## src/rtl/seg_display_if.sv

```systemverilog
// seg_display_if: requester-side bus of the shared seven-segment display.
// Ports: req/value driven by the producers (master); grant, led_id, nibble and blank
// driven by the arbiter (slave) toward the producers and the segment decoder.
interface seg_display_if #(parameter int N_REQ = 4);
    logic [N_REQ-1:0]    req;
    logic [16*N_REQ-1:0] value;
    logic [N_REQ-1:0]    grant;
    logic [7:0]          led_id;
    logic [3:0]          nibble;
    logic                blank;
    modport master(output req, value, input grant, led_id, nibble, blank);
    modport slave(input req, value, output grant, led_id, nibble, blank);
endinterface

```

## src/rtl/seg_display_arbiter.sv

```systemverilog
// seg_display_arbiter: round-robin owner of a 4-digit muxed display, switching only at frame ends.
// Ports: clk, rst (async, active high); bus.slave carries req/value in and
// grant (one-hot owner), led_id (active-low digit strobe), nibble and blank out.
module seg_display_arbiter #(
    parameter int N_REQ       = 4,
    parameter int SCAN_DIV    = 50000,
    parameter int HOLD_FRAMES = 200
) (
    input  logic         clk,
    input  logic         rst,
    seg_display_if.slave bus
);
    localparam int DW = $clog2(SCAN_DIV);
    localparam int IW = $clog2(N_REQ);
    localparam int HW = HOLD_FRAMES > 1 ? $clog2(HOLD_FRAMES) : 1;

    typedef enum logic {IDLE, OWNED} state_t;

    state_t          state;
    logic [DW-1:0]   div_cnt;
    logic [1:0]      digit;
    logic [IW-1:0]   owner;
    logic [IW-1:0]   last;
    logic [HW-1:0]   hold_cnt;
    logic [15:0]     snap;
    logic [1:0]      nd;
    logic            tick;
    logic            frame_end;
    logic            keep;
    logic            found;
    logic [IW-1:0]   win;

    // Scan last+1 .. last+N_REQ; descending loop lets the nearest requester after last win.
    function automatic logic [IW:0] pick(input logic [N_REQ-1:0] r, input logic [IW-1:0] l);
        logic [IW-1:0] c;
        pick = {1'b0, l};
        for (int k = N_REQ; k >= 1; k--) begin
            c = IW'((int'(l) + k) % N_REQ);
            if (r[c]) pick = {1'b1, c};
        end
    endfunction

    assign tick      = div_cnt == DW'(SCAN_DIV - 1);
    assign nd        = digit + 2'd1;
    assign frame_end = tick && digit == 2'd3;
    assign keep      = state == OWNED && bus.req[owner] && hold_cnt < HW'(HOLD_FRAMES - 1);
    assign {found, win} = pick(bus.req, last);

    // Everything visible moves on the same tick edge, so strobe, digit data and owner never skew.
    always_ff @(posedge clk or posedge rst) begin
        if (rst) begin
            state      <= IDLE;
            div_cnt    <= '0;
            digit      <= '0;
            owner      <= '0;
            last       <= IW'(N_REQ - 1);
            hold_cnt   <= '0;
            snap       <= '0;
            bus.grant  <= '0;
            bus.led_id <= 8'hFE;
            bus.nibble <= '0;
            bus.blank  <= 1'b1;
        end else begin
            div_cnt <= tick ? '0 : div_cnt + 1'b1;
            if (tick) begin
                digit      <= nd;
                bus.led_id <= {4'hF, ~(4'b0001 << nd)};
                if (!frame_end) begin
                    bus.nibble <= state == OWNED ? snap[{nd, 2'b00} +: 4] : 4'h0;
                end else if (keep) begin
                    hold_cnt   <= hold_cnt + 1'b1;
                    snap       <= bus.value[16*owner +: 16];
                    bus.nibble <= bus.value[16*owner +: 4];
                end else if (found) begin
                    state      <= OWNED;
                    owner      <= win;
                    last       <= win;
                    hold_cnt   <= '0;
                    snap       <= bus.value[16*win +: 16];
                    bus.grant  <= N_REQ'(1) << win;
                    bus.blank  <= 1'b0;
                    bus.nibble <= bus.value[16*win +: 4];
                end else begin
                    state      <= IDLE;
                    bus.grant  <= '0;
                    bus.blank  <= 1'b1;
                    bus.nibble <= '0;
                end
            end
        end
    end
endmodule

```

## src/flat_wrapper.sv

```systemverilog
// flat-port wrapper written by rule: the top's interface ports become plain ports
module seg_display_arbiter_flat 
#(
    parameter int N_REQ       = 4,
    parameter int SCAN_DIV    = 50000,
    parameter int HOLD_FRAMES = 200
)
  (clk, rst, bus_req, bus_value, bus_grant, bus_led_id, bus_nibble, bus_blank);
  seg_display_if #(.N_REQ(N_REQ)) bus_i ();
  input  logic clk;
  input  logic rst;
  input wire logic [$bits(bus_i.req)-1:0] bus_req;
  input wire logic [$bits(bus_i.value)-1:0] bus_value;
  output wire logic [$bits(bus_i.grant)-1:0] bus_grant;
  output wire logic [$bits(bus_i.led_id)-1:0] bus_led_id;
  output wire logic [$bits(bus_i.nibble)-1:0] bus_nibble;
  output wire logic [$bits(bus_i.blank)-1:0] bus_blank;
  assign bus_i.req = bus_req;
  assign bus_i.value = bus_value;
  assign bus_grant = bus_i.grant;
  assign bus_led_id = bus_i.led_id;
  assign bus_nibble = bus_i.nibble;
  assign bus_blank = bus_i.blank;
  seg_display_arbiter #(.N_REQ(N_REQ), .SCAN_DIV(SCAN_DIV), .HOLD_FRAMES(HOLD_FRAMES)) u_core (.clk(clk), .rst(rst), .bus(bus_i));
endmodule
```

## config.mk

```make
export PLATFORM = sky130hd
export DESIGN_NAME = seg_display_arbiter_flat
export DESIGN_NICKNAME = d
export VERILOG_FILES = /design/src/rtl/seg_display_if.sv /design/src/rtl/seg_display_arbiter.sv /design/src/flat_wrapper.sv
export SDC_FILE = /design/constraint.sdc
export NUM_CORES = 1
export LEC_CHECK = 0
export CAP_MARGIN = 5
export CORE_ASPECT_RATIO = 0.7
export CORE_UTILIZATION = 54
export CTS_CLUSTER_DIAMETER = 80
export DETAILED_ROUTE_END_ITERATION = 6
export PLACE_DENSITY = 0.82
export RECOVER_POWER = 25
export SYNTH_ARGS = -nofsm -noshare
export SYNTH_HDL_FRONTEND = slang
export SYNTH_SLANG_ARGS = --single-unit
```

## constraint.sdc

```tcl
create_clock -name clk -period 5.85 [get_ports clk]
set_input_delay 1.17 -clock clk [delete_from_list [all_inputs] [get_ports clk]]
set_output_delay 1.17 -clock clk [all_outputs]
set_load 0.01 [all_outputs]
```

== Word-level counts from Yosys, hierarchy flattened ==
Cells that the tools add are included.
Cells by class
  $add $sub $neg: 7
  order comparisons: 6
  equal/unequal tests: 2
  muxes and demuxes: 26
  shift-type cells: 7
  bitwise operators: 2
  reduce and logical (&&, ||, !) cells: 7
Operators by type and width (number)
  $shiftx 64x7->16: 2
  $shiftx 64x7->4: 2
  $mux 16: 3
  $mux 4: 5
  $add 16x1->16 const B: 1
  $eq 16x16->1 const B: 1
  $mux 8: 2
  $shiftx 16x5->4: 1
  $lt 2x3->1 const B: 5
  $mux 3: 4
  $bmux 1 s2: 5
  $add 8x1->8 const B: 1
  $lt 8x8->1 const B: 1
  $shl 1x2->4 const A: 2
  $mux 1: 7
  $add 2x1->2 const B: 3
  $reduce_and 3->1: 2
  $add 2x2->2 const B: 2
  $not 4->4: 1
  $reduce_and 4->1: 1
  $logic_and 1x1->1: 3
  $eq 2x2->1 const B: 1
  $reduce_bool 2->1: 1
  $not 1->1: 1
Storage, ports and cells
  register bits after elaboration: 60
  word-level logic and storage cells: 68
  input port bits: 70
  output and inout port bits: 17

== Longest topological paths before layout ==
  word-level depth: 11
  depth in mapped cells: 9
  depth with buffers taken out: 7

== Least setup slack after synthesis ==
Ideal clock, no wire load.
  path type: input -> register
  start: input port bus_req[1]
  end: register u_core.bus.nibble[0]
  slack: 2.850 ns
  data arrival time: 2.874 ns
  setup time: 0.126 ns
  path buffers: 1
  stages: 6
  data required time: 5.724 ns
  path through: nor2b_1 o21ai_0 nor3b_1 clkbuf_1 mux4_2 a221o_1
Between the ends
  longest elaborated chain between the ends: 10
  elaborated cells on any way between the ends: 20
  classes of those cells: shift: 1; mux: 17; reduce/logical: 2
Ends and longest elaborated chain
  start, declared: line flat_wrapper.sv:12  | input wire logic [$bits(bus_i.req)-1:0] bus_req;
  $bmux 1 s2: line seg_display_arbiter.sv:39  | if (r[c]) pick = {1'b1, c};
  $mux 1 (not written as such): line seg_display_arbiter.sv:39
  $mux 3 (4 in series): line seg_display_arbiter.sv:39
  $shiftx 64x7->4: line seg_display_arbiter.sv:82  | bus.nibble <= bus.value[16*win +: 4];
  $mux 4: line seg_display_arbiter.sv:74  | end else if (found) begin
  $mux 4 (*): line seg_display_arbiter.sv:70  | end else if (keep) begin
  $mux 4 (*): line seg_display_arbiter.sv:68  | if (!frame_end) begin
  end signal, assigned: line seg_display_arbiter.sv:69  | bus.nibble <= state == OWNED ? snap[{nd, 2'b00} +: 4] : 4'h0;
  end signal, assigned: line seg_display_arbiter.sv:73  | bus.nibble <= bus.value[16*owner +: 4];
  end signal, assigned: line seg_display_arbiter.sv:82
  end, declared: line seg_display_if.sv:12  | modport slave(input req, value, output grant, led_id, nibble, blank);
Every way passes the cells marked *; elsewhere a longest branch is shown, timed or not. The select of a mux whose other input is x is not followed.
A chain may end at the register's enable or synchronous reset.

== Worst setup path after layout ==
  start: input port bus_req[0]
  end: register u_core.snap[12]
Between the ends
  longest elaborated chain between the ends: 9
  elaborated cells on any way between the ends: 21
  classes of those cells: shift: 1; mux: 16; reduce/logical: 4
Ends and longest elaborated chain
  $bmux 1 s2: line seg_display_arbiter.sv:39
  $mux 1 (not written as such): line seg_display_arbiter.sv:39
  $mux 3 (4 in series): line seg_display_arbiter.sv:39
  $shiftx 64x7->16: line seg_display_arbiter.sv:79  | snap <= bus.value[16*win +: 16];
  $mux 16: line seg_display_arbiter.sv:74
  $mux 16: line seg_display_arbiter.sv:70
  end signal, assigned: line seg_display_arbiter.sv:72  | snap <= bus.value[16*owner +: 16];
  end signal, assigned: line seg_display_arbiter.sv:79
  end, declared: line seg_display_arbiter.sv:25  | logic [15:0] snap;
Parallel ways exist; a longest one is shown, timed or not. The select of a mux whose other input is x is not followed.

==> flow_results.xml <==
<?xml version="1.0" encoding="UTF-8"?>
<metrics>
  <group name="grt">
    <metric name="gr_overflow_total" unit="">0</metric>
    <metric name="global_route.usage.total" unit="%">26.9</metric>
    <metric name="largest_net_degree_at_the_start_of_global_routing" unit="">61</metric>
    <metric name="first_global_vias" unit="">2848</metric>
    <metric name="grt_pass1_wl" unit="mm">14.2</metric>
    <metric name="antenna_found_initial" unit="">0</metric>
  </group>
  <group name="clock_tree">
    <metric name="clock_tree.root_cell" unit="">sky130_fd_sc_hd__clkbuf_8</metric>
    <metric name="cts_num_sinks" unit="">60</metric>
    <metric name="clk_latency" unit="ps">350</metric>
    <metric name="buffers_from_clock_root_to_sink_at_most" unit="">2</metric>
    <metric name="cts_resized" unit="">0</metric>
    <metric name="htreeDepth" unit="">3</metric>
    <metric name="tritoncts" unit="">yes</metric>
    <metric name="clk_transition_reported_paths" unit="ps">70</metric>
    <metric name="numCtsBuffers" unit="">9</metric>
    <metric name="cts_post_setup_buffers_inserted" unit="">0</metric>
    <metric name="postCtsHoldBufs" unit="">0</metric>
  </group>
  <group name="logic_synthesis">
    <metric name="post_synth_num_cell_types" unit="">48</metric>
    <metric name="ys_seq_elements" unit="">60</metric>
    <metric name="post_syn_area" unit="sq um">3560</metric>
    <metric name="syn_inst" unit="">337</metric>
    <metric name="synth_enable_flop_cells" unit="">0</metric>
    <metric name="yosys_warnings" unit="">0</metric>
    <metric name="async_reset_ff_share" unit="%">100</metric>
    <metric name="post_synth.cell_area_avg" unit="sq um">10.6</metric>
    <metric name="part_of_the_yosys_area_used_for_sequential_elements" unit="%">42.4</metric>
    <metric name="primary_flip_flop_cell_chosen_by_synthesis_mapping" unit="">sky130_fd_sc_hd__dfrtp_1</metric>
  </group>
  <group name="finish">
    <metric name="layout.nets" unit="">489</metric>
    <metric name="antenna-diode-count" unit="">0</metric>
    <metric name="multi_input_area" unit="sq um">1890</metric>
    <metric name="flow.area_growth_from_synthesis" unit="%">27.5</metric>
    <metric name="finish.utilization" unit="%">71.9</metric>
    <metric name="final-seq-area" unit="sq um">1510</metric>
    <metric name="layout-drive-gt1-share" unit="%">12.4</metric>
    <metric name="fill_cells" unit="">462</metric>
  </group>
  <group name="route">
    <metric name="detail_route.wl_per_cell" unit="microns">16.8</metric>
    <metric name="dr_total_vias" unit="">2896</metric>
    <metric name="route.detailed.vias_per_inst" unit="">5.84</metric>
    <metric name="detailedRoute.firstPassIterationCount" unit="">4</metric>
    <metric name="ant_nets" unit="">0</metric>
    <metric name="drt-total-wl" unit="mm">8.33</metric>
    <metric name="route.detailed.drc" unit="">0</metric>
    <metric name="iter_0_drt_violations" unit="">115</metric>
  </group>
  <group name="power">
    <metric name="power.static_leakage" unit="nW">1.97</metric>
    <metric name="power_density" unit="nW/um^2">187</metric>
    <metric name="power_report.internal_total" unit="W">0.000641</metric>
    <metric name="power.share.switching" unit="%">24.4</metric>
    <metric name="ir_worst_vdd" unit="mV">0.0902</metric>
    <metric name="share_comb_of_total_power" unit="%">12.5</metric>
    <metric name="pwr-share-seq" unit="%">49.1</metric>
    <metric name="clockPowerShare" unit="%">38.4</metric>
    <metric name="net-switching-power" unit="W">0.000207</metric>
  </group>
  <group name="setup_path">
    <metric name="worst_setup_path_end_kind" unit="">flip-flop</metric>
    <metric name="critical_path.max_fanout" unit="">16</metric>
    <metric name="required" unit="ps">6040</metric>
    <metric name="startpoint" unit="">bus_req[0]</metric>
    <metric name="worstSetupStartpointType" unit="">input pin</metric>
    <metric name="worstReg2RegStart" unit="">u_core.div_cnt[4]</metric>
    <metric name="worstPathArrival" unit="ps">3710</metric>
    <metric name="timing_worst_setup_path_type" unit="">in -&gt; reg</metric>
  </group>
  <group name="run">
    <metric name="count_of_maximum_capacitance_violations" unit="">0</metric>
  </group>
  <group name="floorplanning">
    <metric name="core_area" unit="sq um">6310</metric>
    <metric name="rows" unit="">24</metric>
    <metric name="floorplan.die_area" unit="sq um">6920</metric>
    <metric name="die_h" unit="microns">69.9</metric>
    <metric name="effective_utilization_at_floorplan" unit="%">56.4</metric>
    <metric name="ioPinCount" unit="">87</metric>
    <metric name="dieWidth" unit="microns">99.0</metric>
  </group>
  <group name="timing">
    <metric name="finalMaxSlewViolations" unit="">0</metric>
    <metric name="skew" unit="ps">6.40</metric>
    <metric name="finalWorstPathRequiredPeriod" unit="ps">3520</metric>
    <metric name="timing.final.crit_share" unit="%">60.1</metric>
    <metric name="hold_viol" unit="">0</metric>
    <metric name="fmax" unit="MHz">284</metric>
    <metric name="rsz0062_at_grt" unit="">false</metric>
    <metric name="timing.slew.headroom" unit="%">28.5</metric>
    <metric name="tightest_slew" unit="ps">1070</metric>
    <metric name="fin_tns_setup" unit="ps">0</metric>
    <metric name="final-setup-viol-count" unit="">0</metric>
  </group>
  <group name="place">
    <metric name="gp_congestion" unit="">0.810</metric>
    <metric name="io_buffer_count" unit="">82</metric>
    <metric name="hpwl" unit="mm">6.09</metric>
  </group>
  <group name="hold_path">
    <metric name="min_from" unit="">u_core.bus.grant[1]</metric>
    <metric name="hold_class" unit="">reg -&gt; reg</metric>
  </group>
  <group name="run_status">
    <metric name="outcome" unit="">complete, no violations</metric>
  </group>
</metrics>
[routing by layer]
layer / wire length [microns] / part of all wire (%) / GRT usage, % / vias up
met5: 0 / 0 / 0 / -
met4: 88 / 1.1 / 5.64 / 0
met3: 509 / 6.1 / 8.31 / 10
met2: 3810 / 46 / 40.4 / 102
met1: 3920 / 47 / 38.7 / 1406
li1: - / - / - / 1378
[flip-flops by register name (all words and copies together), names as in the netlist]
register	cells
u_core.bus.blank	1
u_core.bus.grant	4
u_core.bus.led_id	4
u_core.bus.nibble	4
u_core.digit	2
u_core.div_cnt	16
u_core.hold_cnt	8
u_core.last	2
u_core.owner	2
u_core.snap	16
u_core.state	1
[synthesized netlist by cell type, types with 4 or more instances]
library cell               count  share of area, %
sky130_fd_sc_hd__nand3_1      16               2.3
sky130_fd_sc_hd__o221ai_1      6               1.5
sky130_fd_sc_hd__xor2_1       10               2.5
sky130_fd_sc_hd__dfrtp_1      54                38
sky130_fd_sc_hd__o221ai_2     10               4.2
sky130_fd_sc_hd__nor3_1        6              0.84
sky130_fd_sc_hd__mux2i_1      35               9.8
sky130_fd_sc_hd__a21oi_1      13               1.8
sky130_fd_sc_hd__xnor2_1       4              0.98
sky130_fd_sc_hd__nor2_1       21               2.2
sky130_fd_sc_hd__nand2_1      47               5.0
sky130_fd_sc_hd__dfstp_2       6               4.4
sky130_fd_sc_hd__inv_1         7              0.74
sky130_fd_sc_hd__nand3b_1      4              0.84
sky130_fd_sc_hd__o21ai_0      16               2.3
sky130_fd_sc_hd__mux4_2       12               7.6
sky130_fd_sc_hd__buf_2         7              0.98
sky130_fd_sc_hd__buf_4         6               1.3
sky130_fd_sc_hd__clkbuf_1     10               1.1
sky130_fd_sc_hd__ha_1          6               2.1
[per-stage QoR]
step	power [W]	std cells	area [sq um]	hold slack (ps)	setup WS (ps)
detailed placement	0.000531	480	4390	474	2000
CTS	0.000852	496	4560	492	2350
floorplan	0.000471	340	3570	449	2850
global placement	0.000529	480	4390	470	2100
finish	0.000848	496	4540	490	2330
global route	0.000880	496	4540	509	2180
[power by group through the flow]
stage,Combinational [W],Clock [W],Sequential (W)
after floorplan,0.0000473,0,0.000424
after global placement,0.000105,0,0.000424
after detailed placement,0.000107,0,0.000424
after CTS,0.000107,0.000328,0.000416
after global routing,0.000115,0.000349,0.000416
final,0.000106,0.000326,0.000416
[kinds of logic after synthesis]
group	count (synthesis)	synth area share (%)
AOI/OAI and AO/OA	60	13.4
xor gates and xnor gates	14	3.45
adders and majority gates	6	2.11
buffers and inverters	31	4.36
DFF	60	42.4
muxes	48	17.8
other	1	0.105
and+or+nand+nor	117	16.4
[worst max-delay path: stages]
cell and delay, ps:
sky130_fd_sc_hd__clkdlybuf4s50_1 460, sky130_fd_sc_hd__mux2_2 290, sky130_fd_sc_hd__and3_1 220, sky130_fd_sc_hd__o21ai_2 340, sky130_fd_sc_hd__mux2i_1 310, sky130_fd_sc_hd__or2_1 680
sky130_fd_sc_hd__o221ai_1 230
[layout make-up]
| cell class | instances | area share (%) |
|---|---|---|
| clock buffers | 11 | 3.12 |
| clock inverters | 5 | 0.607 |
| inverters | 7 | 0.579 |
| multi-input cells | 249 | 41.6 |
| flip-flops and latches | 60 | 33.3 |
| well taps | 78 | 2.15 |
| repair buffers | 86 | 18.7 |
[placed cells by master, fill, tap and decap left out, types with 3 or more instances in the layout]
cell type	synthesis	routed
sky130_fd_sc_hd__clkdlybuf4s50_1	0	81
sky130_fd_sc_hd__dfrtp_1	54	54
sky130_fd_sc_hd__nand2_1	47	47
sky130_fd_sc_hd__mux2i_1	35	35
sky130_fd_sc_hd__nor2_1	21	21
sky130_fd_sc_hd__nand3_1	16	16
sky130_fd_sc_hd__o21ai_0	16	16
sky130_fd_sc_hd__a21oi_1	13	13
sky130_fd_sc_hd__mux4_2	12	12
sky130_fd_sc_hd__o221ai_2	10	10
sky130_fd_sc_hd__xor2_1	10	10
sky130_fd_sc_hd__clkbuf_8	0	10
sky130_fd_sc_hd__inv_1	7	6
sky130_fd_sc_hd__nor3_1	6	6
sky130_fd_sc_hd__o221ai_1	6	6
sky130_fd_sc_hd__ha_1	6	6
sky130_fd_sc_hd__dfstp_2	6	6
sky130_fd_sc_hd__xnor2_1	4	4
sky130_fd_sc_hd__nand3b_1	4	4
sky130_fd_sc_hd__conb_1	1	4
sky130_fd_sc_hd__clkinv_2	0	4
sky130_fd_sc_hd__a221o_1	3	3
sky130_fd_sc_hd__buf_4	6	3
[path summary, 6_finish.rpt]
kind                                             end  slack (ps)  cells after the start
worst max-delay path                 u_core.snap[12]        2330                      7
worst max register to register   u_core.bus.grant[3]        2500                      7
worst min-delay path             u_core.bus.grant[1]         490                      2
max in group asynchronous             u_core.snap[2]        3840                      3
worst min register to register   u_core.bus.grant[1]         490                      2
min in group asynchronous       u_core.bus.nibble[1]        1470                      3
(Power assumes the default switching activity.)
